### src/rtl/cpu_pkg.sv
// ---------------------------------------------------------------------------
// cpu_pkg
// Shared types and constants for the serial CPU host-side bus port.
//   tx_state_t   : TX serialiser states (TX_IDLE, TX_SEND)
//   WORD_W_DEF   : default parallel word width
//   BUS_W_DEF    : default external bus width
//   CH_PC/CH_MDR/CH_MAR : customary TX channel assignment
//   cnt_width()  : counter width for n states, never less than one bit
// ---------------------------------------------------------------------------
package cpu_pkg;

    typedef enum logic {
        TX_IDLE,
        TX_SEND
    } tx_state_t;

    localparam int WORD_W_DEF = 16;
    localparam int BUS_W_DEF  = 8;

    localparam int CH_PC  = 0;
    localparam int CH_MDR = 1;
    localparam int CH_MAR = 2;

    // A counter over a single state still needs one physical bit.
    function automatic int cnt_width(input int n);
        return (n > 1) ? $clog2(n) : 1;
    endfunction

endpackage

### src/rtl/rr_arbiter.sv
// ---------------------------------------------------------------------------
// rr_arbiter
// Round-robin grant over NUM_CH requesters.
//   clk, rst      : clock, asynchronous active-low reset
//   req           : per-channel request vector
//   advance       : strobe, the transfer of done_idx has just completed
//   done_idx      : channel whose transfer completed
//   grant_idx     : first requester at or after the pointer (combinational)
//   grant_valid   : at least one channel is requesting
// ---------------------------------------------------------------------------
module rr_arbiter
    import cpu_pkg::*;
#(
    parameter int NUM_CH = 3,
    localparam int PTR_W = cnt_width(NUM_CH)
) (
    input  logic              clk,
    input  logic              rst,
    input  logic [NUM_CH-1:0] req,
    input  logic              advance,
    input  logic [PTR_W-1:0]  done_idx,
    output logic [PTR_W-1:0]  grant_idx,
    output logic              grant_valid
);

    logic [PTR_W-1:0] ptr;

    // Search outward from the pointer, wrapping modulo NUM_CH, and take
    // the first channel that is requesting.
    always_comb begin
        int idx;
        grant_idx   = '0;
        grant_valid = 1'b0;
        idx         = 0;
        for (int k = 0; k < NUM_CH; k++) begin
            idx = (int'(ptr) + k) % NUM_CH;
            if (!grant_valid && req[idx]) begin
                grant_valid = 1'b1;
                grant_idx   = PTR_W'(idx);
            end
        end
    end

    // The pointer moves to just past the channel that finished, so that
    // channel gets lowest priority in the next arbitration.
    always_ff @(posedge clk or negedge rst) begin
        if (!rst) begin
            ptr <= '0;
        end else if (advance) begin
            if (int'(done_idx) == NUM_CH - 1)
                ptr <= '0;
            else
                ptr <= done_idx + PTR_W'(1);
        end
    end

endmodule

### src/rtl/cpu_bus_port.sv
// ---------------------------------------------------------------------------
// cpu_bus_port
// Host-side bus interface of the serial CPU core.
//   TX: arbitrates NUM_CH parallel words and serialises the granted word
//       onto out_bus in BUS_W-wide beats, paced by ard_receive_ready.
//   RX: assembles ard_data_ready beats from in_bus into words offered on
//       rx_word/rx_valid, consumed with rx_take; overflow sets error.
// Ports:
//   clk, rst           : clock, asynchronous active-low reset
//   tx_req, tx_data    : per-channel request and flattened words
//   tx_ack             : pulse on the channel whose last beat is accepted
//   bus_sel, out_bus   : one-hot active channel and current TX beat
//   ard_receive_ready  : host accepts the current beat
//   ard_data_ready, in_bus : inbound beat strobe and data
//   rx_word, rx_valid, rx_take : assembled word handshake
//   busy               : TX is in SEND
//   error              : sticky RX overflow
// ---------------------------------------------------------------------------
module cpu_bus_port
    import cpu_pkg::*;
#(
    parameter int WORD_W    = WORD_W_DEF,
    parameter int BUS_W     = BUS_W_DEF,
    parameter int NUM_CH    = 3,
    parameter int MSB_FIRST = 1
) (
    input  logic                     clk,
    input  logic                     rst,
    input  logic [NUM_CH-1:0]        tx_req,
    input  logic [NUM_CH*WORD_W-1:0] tx_data,
    output logic [NUM_CH-1:0]        tx_ack,
    output logic [NUM_CH-1:0]        bus_sel,
    output logic [BUS_W-1:0]         out_bus,
    input  logic                     ard_receive_ready,
    input  logic                     ard_data_ready,
    input  logic [BUS_W-1:0]         in_bus,
    output logic [WORD_W-1:0]        rx_word,
    output logic                     rx_valid,
    input  logic                     rx_take,
    output logic                     busy,
    output logic                     error
);

    localparam int BEATS = WORD_W / BUS_W;
    localparam int CNT_W = cnt_width(BEATS);
    localparam int PTR_W = cnt_width(NUM_CH);
    localparam logic [CNT_W-1:0] LAST_BEAT = CNT_W'(BEATS - 1);

    generate
        if ((WORD_W % BUS_W) != 0) begin : g_bad_width
            $error("cpu_bus_port: WORD_W must be a multiple of BUS_W");
        end
    endgenerate

    // -----------------------------------------------------------------
    // TX
    // -----------------------------------------------------------------
    tx_state_t         state;
    logic [WORD_W-1:0] tx_shift;
    logic [CNT_W-1:0]  beat_cnt;
    logic [PTR_W-1:0]  cur_ch;
    logic [PTR_W-1:0]  grant_idx;
    logic              grant_valid;
    logic              last_accept;

    rr_arbiter #(
        .NUM_CH (NUM_CH)
    ) u_arb (
        .clk         (clk),
        .rst         (rst),
        .req         (tx_req),
        .advance     (last_accept),
        .done_idx    (cur_ch),
        .grant_idx   (grant_idx),
        .grant_valid (grant_valid)
    );

    assign last_accept = (state == TX_SEND) && ard_receive_ready
                         && (beat_cnt == LAST_BEAT);

    // The current beat always sits at the outgoing end of the shift
    // register, so out_bus is just a fixed slice gated by busy.
    always_comb begin
        out_bus = '0;
        if (busy) begin
            if (MSB_FIRST != 0)
                out_bus = tx_shift[WORD_W-1 -: BUS_W];
            else
                out_bus = tx_shift[BUS_W-1:0];
        end
    end

    // The ack is tied to the accepting cycle itself, which is why it is
    // combinational; reset clears state, so it drops with no clock edge.
    always_comb begin
        tx_ack = '0;
        if (last_accept)
            tx_ack = NUM_CH'(1) << cur_ch;
    end

    // TX FSM: IDLE latches the granted word, SEND walks through the beats
    // as the host accepts them and always returns through IDLE.
    always_ff @(posedge clk or negedge rst) begin
        if (!rst) begin
            state    <= TX_IDLE;
            tx_shift <= '0;
            beat_cnt <= '0;
            cur_ch   <= '0;
            bus_sel  <= '0;
            busy     <= 1'b0;
        end else begin
            case (state)
                TX_IDLE: begin
                    if (grant_valid) begin
                        tx_shift <= tx_data[int'(grant_idx)*WORD_W +: WORD_W];
                        beat_cnt <= '0;
                        cur_ch   <= grant_idx;
                        bus_sel  <= NUM_CH'(1) << grant_idx;
                        busy     <= 1'b1;
                        state    <= TX_SEND;
                    end
                end
                TX_SEND: begin
                    if (ard_receive_ready) begin
                        if (MSB_FIRST != 0)
                            tx_shift <= tx_shift << BUS_W;
                        else
                            tx_shift <= tx_shift >> BUS_W;
                        if (beat_cnt == LAST_BEAT) begin
                            beat_cnt <= '0;
                            bus_sel  <= '0;
                            busy     <= 1'b0;
                            state    <= TX_IDLE;
                        end else begin
                            beat_cnt <= beat_cnt + CNT_W'(1);
                        end
                    end
                end
                default: begin
                    state   <= TX_IDLE;
                    bus_sel <= '0;
                    busy    <= 1'b0;
                end
            endcase
        end
    end

    // -----------------------------------------------------------------
    // RX
    // -----------------------------------------------------------------
    logic [WORD_W-1:0] rx_shift;
    logic [WORD_W-1:0] rx_next;
    logic [CNT_W-1:0]  rx_cnt;
    logic              rx_complete;

    // Shift-based assembly keeps the single-beat case free of zero-width
    // slices: MSB-first enters at the bottom, LSB-first at the top.
    always_comb begin
        rx_next = '0;
        if (MSB_FIRST != 0)
            rx_next = (rx_shift << BUS_W) | WORD_W'(in_bus);
        else
            rx_next = (rx_shift >> BUS_W) | (WORD_W'(in_bus) << (WORD_W - BUS_W));
    end

    assign rx_complete = ard_data_ready && (rx_cnt == LAST_BEAT);

    // A completed word is taken if the output slot is free or is being
    // emptied this same cycle; otherwise it is dropped and error sticks.
    always_ff @(posedge clk or negedge rst) begin
        if (!rst) begin
            rx_shift <= '0;
            rx_cnt   <= '0;
            rx_word  <= '0;
            rx_valid <= 1'b0;
            error    <= 1'b0;
        end else begin
            if (ard_data_ready) begin
                rx_shift <= rx_next;
                if (rx_complete)
                    rx_cnt <= '0;
                else
                    rx_cnt <= rx_cnt + CNT_W'(1);
            end
            if (rx_complete) begin
                if (!rx_valid || rx_take) begin
                    rx_word  <= rx_next;
                    rx_valid <= 1'b1;
                end else begin
                    error <= 1'b1;
                end
            end else if (rx_take) begin
                rx_valid <= 1'b0;
            end
        end
    end

endmodule

### config.mk
export PLATFORM = sky130hd
export DESIGN_NAME = cpu_bus_port
export DESIGN_NICKNAME = d
export VERILOG_FILES = /design/src/rtl/cpu_pkg.sv /design/src/rtl/rr_arbiter.sv /design/src/rtl/cpu_bus_port.sv
export SDC_FILE = /design/constraint.sdc
export NUM_CORES = 1
export LEC_CHECK = 0
export ABC_AREA = 1
export BUFFER_PORTS_ARGS = -buffer_cell sky130_fd_sc_hd__buf_2
export CAP_MARGIN = 20
export CORE_ASPECT_RATIO = 2
export CORE_MARGIN = 1.5
export CORE_UTILIZATION = 45
export CTS_BUF_LIST = sky130_fd_sc_hd__clkbuf_4 sky130_fd_sc_hd__clkbuf_8
export CTS_CLUSTER_DIAMETER = 60
export DETAILED_ROUTE_END_ITERATION = 10
export PLACE_DENSITY = 0.74
export SLEW_MARGIN = 20
export SYNTH_ARGS = -nofsm -noshare
export SYNTH_HDL_FRONTEND = slang
export SYNTH_SLANG_ARGS = --single-unit
### constraint.sdc
create_clock -name clk -period 4.8 [get_ports clk]
set_input_delay 0.96 -clock clk [delete_from_list [all_inputs] [get_ports clk]]
set_output_delay 0.96 -clock clk [all_outputs]
set_load 0.05 [all_outputs]
==> impl_metrics.env, run 1 <==
export IMPL_cts_tree="yes"
export IMPL_yosysWarningCount=0
export IMPL_dieHeight_um=116.6
export IMPL_hpwl_um=5327
export IMPL_gp_congestion=0.8366
export IMPL_area_delta_synth_final_pct=21.59
export IMPL_cts_buffers_inserted=5
export IMPL_core_area_um2=6259
export IMPL_synthTopCellsByArea="dfrtp_1 (46%), nand2_1 (17%), nand3_1 (6.5%)"
export IMPL_die_x_um=59.81
export IMPL_critPathKind="primary input to output pin"
export IMPL_yosysTopAreaCell="dfrtp_1"
export IMPL_crit_fanout=6
export IMPL_drtPass1Iterations=5
export IMPL_final_common_cell="nand2_1"
export IMPL_place_ws_ns=1.721
export IMPL_p_leak_nw=2.016
export IMPL_ioPinCount=97
export IMPL_diodes=0
export IMPL_syn_area_um2=2904
export IMPL_antenna_found_initial=0
export IMPL_grtUsageTotal_pct=21.32
export IMPL_synth_cells=377
export IMPL_port_buffers=96
export IMPL_num_rows=41
export IMPL_drc=0
export IMPL_peakVddDrop_mv=0.3119
export IMPL_clk_latency_ns=0.31
export IMPL_multi_input_area_um2=1297
export IMPL_fin_tns_setup_ns=0
export IMPL_ys_types=30
export IMPL_wirelength_um=6924
export IMPL_layoutNonFillerInstCount=557
export IMPL_slew_viol_final=0
export IMPL_hold_path_class="flip-flop to flip-flop"
export IMPL_dp_cells=549
export IMPL_design_area_um2=3531
export IMPL_viasPerCell=4.781
export IMPL_clkSlewWorstSetupHoldPaths_ns=0.08
export IMPL_finalSetupViolCount=0
export IMPL_ctsHtreeMaxLevel=2
export IMPL_finalHoldViolations=0
export IMPL_cp_required_ns=3.84
export IMPL_critical_path_endpoint_type="output pin"
export IMPL_rsz0062_at_grt="no"
export IMPL_status="complete, no violations"
export IMPL_cts_root_buf="clkbuf_8"
export IMPL_layout_drive_gt1_share_pct=29.30
export IMPL_initial_core_util_pct=46.40
export IMPL_grt_pass1_wl_um=11270
export IMPL_grt_pass1_vias=2607
export IMPL_synth_top_area_share_pct=45.67
export IMPL_drtIter0Drc=174
export IMPL_post_route_period_util_pct=64.01
export IMPL_p_per_area_nw_per_um2=626.6
export IMPL_post_dp_cell_area_um2=3430
export IMPL_ctsResizeCount=0
export IMPL_postCtsSetupBuffers=0
export IMPL_synth_seq_cells=53
export IMPL_slew_headroom_pct=47.69
export IMPL_nNetsFinal=538
export IMPL_worst_pin_slew_ns=0.7827
export IMPL_ff_latch_area_um2=1326
export IMPL_max_cap_violations=0
export IMPL_wire_per_inst_um=12.43
export IMPL_grt_max_degree=54
export IMPL_final_cell_mix="nand2_1 (128), buf_2 (96), dfrtp_1 (53), inv_1 (48), nand3_1 (38)"
export IMPL_grt_overflow=0
export IMPL_clock_path_buffers=2
export IMPL_syn_num_nets=445
export IMPL_clkSinkCount=53
export IMPL_period_minus_slack_ns=3.072
export IMPL_vias=2663
export IMPL_worst_slack_ns=1.728
export IMPL_cp_arrival_ns=2.11
export IMPL_cp_start_kind="primary input"
export IMPL_postRouteAntennaNets=0
export IMPL_syn_area_per_cell_um2=7.703
export IMPL_ys_seq_area_share_pct=45.67
export IMPL_clock_skew_ns=0.01010
export IMPL_fmax_mhz=325.5
export IMPL_ctsHoldBuffers=0
export IMPL_total_power_mw=2.213
export IMPL_nFillCells=646
export IMPL_die_area_um2=6974
-- kinds of logic (layout without fill, tap and decap cells) --
family	count (synthesis)	count (layout)	share of synthesized area, %
and+or+nand+nor	208	208	32.06
buffers and inverters	66	160	9.651
DFF	53	53	45.67
AOI/OAI and AO/OA	38	38	7.798
muxes	8	8	3.102
adders and majority gates	4	4	1.723
-- registers in the layout (all words and copies together), names as in the netlist --
| name | flops |
|---|---|
| rx_shift | 8 |
| rx_valid | 1 |
| error | 1 |
| bus_sel | 3 |
| rx_cnt | 1 |
| tx_shift | 16 |
| u_arb.ptr | 2 |
| rx_word | 16 |
| cur_ch | 2 |
| busy | 1 |
| state | 1 |
| beat_cnt | 1 |
-- per-layer routing --
metal / routed length [um] / global-route usage [%]
met5: 0 / 0
met2: 3667 / 38.77
met4: 160 / 8.741
met1: 2748 / 22.80
met3: 347 / 4.762
-- through the flow --
| step | utilization (%) | hold slack [ns] |
|---|---|---|
| final | 56.42 | 0.4895 |
| after global routing | 56.42 | 0.5203 |
| after CTS | 56.42 | 0.4928 |
| after detailed placement | 54.80 | 0.4668 |
| after global placement | 54.80 | 0.4654 |
| after floorplan | - | 0.4492 |
-- synthesized netlist by cell type --
| cell | instances |
|---|---|
| o211ai_2 | 2 |
| nand3_2 | 2 |
| o22ai_1 | 1 |
| a21oi_4 | 1 |
| nor2_2 | 1 |
| nand3_4 | 1 |
| inv_1 | 48 |
| o21ai_0 | 21 |
| inv_2 | 5 |
| clkbuf_1 | 5 |
| nor2_1 | 26 |
| buf_6 | 3 |
| nand4_4 | 1 |
| o21bai_1 | 2 |
| dfrtp_1 | 53 |
| mux2_2 | 8 |
| nor3_1 | 1 |
| ha_1 | 4 |
| o21ai_2 | 1 |
| buf_4 | 1 |
| nor2_4 | 1 |
| inv_4 | 1 |
| nand4_1 | 1 |
| nand2_2 | 3 |
| clkinv_2 | 1 |
| nand2_1 | 128 |
| buf_2 | 2 |
| a21oi_1 | 10 |
| nand2_4 | 5 |
| nand3_1 | 38 |
-- critical path: stages --
cell     delay, ns
buf_2         0.12
nand2_1       0.07
nor2_1        0.28
inv_1         0.17
nor3_1        0.21
buf_2         0.30
-- area by class of cell --
type | count | area share, %
repair buffers | 97 | 13.82
inverters | 55 | 5.953
well taps | 86 | 3.047
clock inverters | 1 | 0.1417
clock buffers | 7 | 2.729
multi-input cells | 258 | 36.75
flip-flops and latches | 53 | 37.56
-- power breakdown --
| group | leakage (nW) | total (mW) | switching, mW | internal (mW) |
|---|---|---|---|---|
| registers | 0.658 | 0.669 | 0.0934 | 0.575 |
| logic | 1.30 | 1.27 | 0.919 | 0.349 |
| clock network | 0.0542 | 0.276 | 0.145 | 0.131 |
-- path summary, 6_finish.rpt --
kind,slack (ns),from,depth (start not counted),to
setup / recovery,1.73,ard_receive_ready,6,tx_ack[1]
hold / removal,0.49,error,1,error
setup reg to reg,2.38,u_arb.ptr[0],13,tx_shift[13]
hold reg to reg,0.49,error,1,error
max in group asynchronous,3.59,rst,2,error
min in group asynchronous,0.74,rst,2,tx_shift[12]
No activity file was read; power rests on OpenSTA's default activity.
==> run 2: changes to the inputs <==
==> constraint.sdc (replaced) <==
create_clock -name clk -period 3.1 [get_ports clk]
set_input_delay 0.62 -clock clk [delete_from_list [all_inputs] [get_ports clk]]
set_output_delay 0.62 -clock clk [all_outputs]
set_load 0.05 [all_outputs]
==> run 2 against run 1 <==
  * Worst hold slack lost 0.082 ns
  * Setup slack lost 1.3 ns
  * Sequential share of layout area grew 0.16 points
  * Design area shrank 0.43%
  * Sequential cell count is the same
  * Largest power group unchanged
==> impl_metrics.env, run 2 (synthesized netlist as in run 1, its figures left out) <==
export IMPL_grt_met1_usage_pct=22.01
export IMPL_wire_per_inst_um=11.96
export IMPL_p_per_area_nw_per_um2=954.8
export IMPL_ioPinCount=97
export IMPL_grtUsageTotal_pct=20.31
export IMPL_die_area_um2=6974
export IMPL_finalHoldViolations=0
export IMPL_num_rows=41
export IMPL_viasPerCell=4.707
export IMPL_ctsHtreeMaxLevel=2
export IMPL_layoutNonFillerInstCount=557
export IMPL_rsz0062_at_grt="no"
export IMPL_cts_buffers_inserted=5
export IMPL_clock_path_buffers=2
export IMPL_hpwl_um=5261
export IMPL_p_int_mw=1.596
export IMPL_peakVddDrop_mv=0.4988
export IMPL_met3_usage_pct=4.319
export IMPL_slew_headroom_pct=49.04
export IMPL_cp_required_ns=2.48
export IMPL_clkPwrFrac_pct=11.4
export IMPL_fin_tns_setup_ns=0
export IMPL_critical_path_endpoint_type="output pin"
export IMPL_p_leak_nw=2.010
export IMPL_p_sw_mw=1.761
export IMPL_die_x_um=59.81
export IMPL_fmax_mhz=379.7
export IMPL_postRouteAntennaNets=0
export IMPL_diodes=0
export IMPL_combPwrFrac_pct=57.8
export IMPL_vias=2622
export IMPL_clk_latency_ns=0.31
export IMPL_grt_pass1_wl_um=10930
export IMPL_path_delay_family="flip-flops"
export IMPL_clock_skew_ns=0.009162
export IMPL_clkSlewWorstSetupHoldPaths_ns=0.10
export IMPL_antenna_found_initial=0
export IMPL_fin_hold_ws_ns=0.4070
export IMPL_design_area_um2=3516
export IMPL_largestRegisters="rx_word (16), tx_shift (16), rx_shift (8)"
export IMPL_slowest_delay_ns=0.65
export IMPL_crit_fanout=14
export IMPL_layout_drive_gt1_share_pct=29.30
export IMPL_pwr_share_seq_pct=30.8
export IMPL_critPathBufInv=2
export IMPL_slew_viol_final=0
export IMPL_initial_core_util_pct=46.40
export IMPL_cts_root_buf="clkbuf_8"
export IMPL_drtPass1Iterations=4
export IMPL_ctsResizeCount=0
export IMPL_drtIter0Drc=87
export IMPL_clkSinkCount=53
export IMPL_postCtsSetupBuffers=0
export IMPL_grt_max_degree=54
export IMPL_gp_congestion=0.8483
export IMPL_met2_usage_pct=37.90
export IMPL_final_cell_mix="nand2_1 (128), buf_2 (96), dfrtp_1 (53), inv_1 (48), nand3_1 (38)"
export IMPL_area_delta_synth_final_pct=21.07
export IMPL_finalSetupViolCount=0
export IMPL_grt_busiest_layer="met2"
export IMPL_cp_arrival_ns=2.01
export IMPL_final_common_cell="nand2_1"
export IMPL_grt_pass1_vias=2550
export IMPL_nNetsFinal=538
export IMPL_hold_path_class="primary input to asynchronous set/reset pin"
export IMPL_max_cap_violations=0
export IMPL_ctsHoldBuffers=0
export IMPL_core_area_um2=6259
export IMPL_cp_start_kind="flip-flop"
export IMPL_worst_pin_slew_ns=0.7625
export IMPL_total_power_mw=3.357
export IMPL_drc=0
export IMPL_cp_cell_sequence="nand2_1, nor2_1, inv_1, nor3_1, buf_2"
export IMPL_dieHeight_um=116.6
export IMPL_grt_overflow=0
export IMPL_post_dp_cell_area_um2=3430
export IMPL_post_route_period_util_pct=84.96
export IMPL_wirelength_um=6660
export IMPL_status="complete, no violations"
export IMPL_p_sw_share_pct=52.45
export IMPL_slowest_stage="dfrtp_1"
export IMPL_cts_tree="yes"
export IMPL_period_minus_slack_ns=2.634
export IMPL_dp_cells=549
export IMPL_port_buffers=96
export IMPL_critPathKind="flip-flop to output pin"
export IMPL_nFillCells=632
run 2: layout make-up:
cell class                 count  area, um^2  share of cell area [%]
sequential                    53        1326                   37.72
multi-input combinational    258        1297                   36.90
timing repair buffer          97       488.0                   13.88
inverter                      55       210.2                   5.979
tap                           86       107.6                   3.060
clock buffer                   6       76.32                   2.171
clock inverter                 2       10.01                  0.2847
run 2: layer usage:
metal / routed length (um) / part of all wire, % / up-vias
met5: 0 / 0 / -
met4: 99 / 1.5 / 0
met3: 419 / 6.3 / 8
met2: 3580 / 54 / 81
met1: 2560 / 38 / 1176
li1: - / - / 1357
run 2: power by group through the flow:
stage / Clock (mW) / Sequential (mW) / Combinational, mW
6_report: 0.383 / 1.03 / 1.94
3_3_place_gp: 0 / 1.04 / 1.93
5_1_grt: 0.419 / 1.06 / 2.16
2_1_floorplan: 0 / 1.27 / 1.34
4_1_cts: 0.397 / 1.03 / 1.97
3_5_place_dp: 0 / 1.05 / 1.96
run 2: through the flow:
step | worst slack, ns | util [%]
3_5_place_dp | 0.7122 | 54.80
3_3_place_gp | 0.7159 | 54.80
5_1_grt | 0.3145 | 56.18
4_1_cts | 0.4423 | 56.18
6_report | 0.4662 | 56.18
2_1_floorplan | 0.3698 | -
run 2: path summary, 6_finish.rpt:
kind                               from           end  slack (ns)  cells past startpoint
setup / recovery                  state     tx_ack[1]        0.47                      5
hold / removal                      rst   tx_shift[4]        0.41                      2
setup reg to reg           u_arb.ptr[0]  tx_shift[13]        0.76                     13
hold reg to reg             rx_word[15]   rx_word[15]        0.49                      2
max in group asynchronous           rst   rx_shift[0]        2.23                      2
min in group clk            rx_word[15]   rx_word[15]        0.49                      2
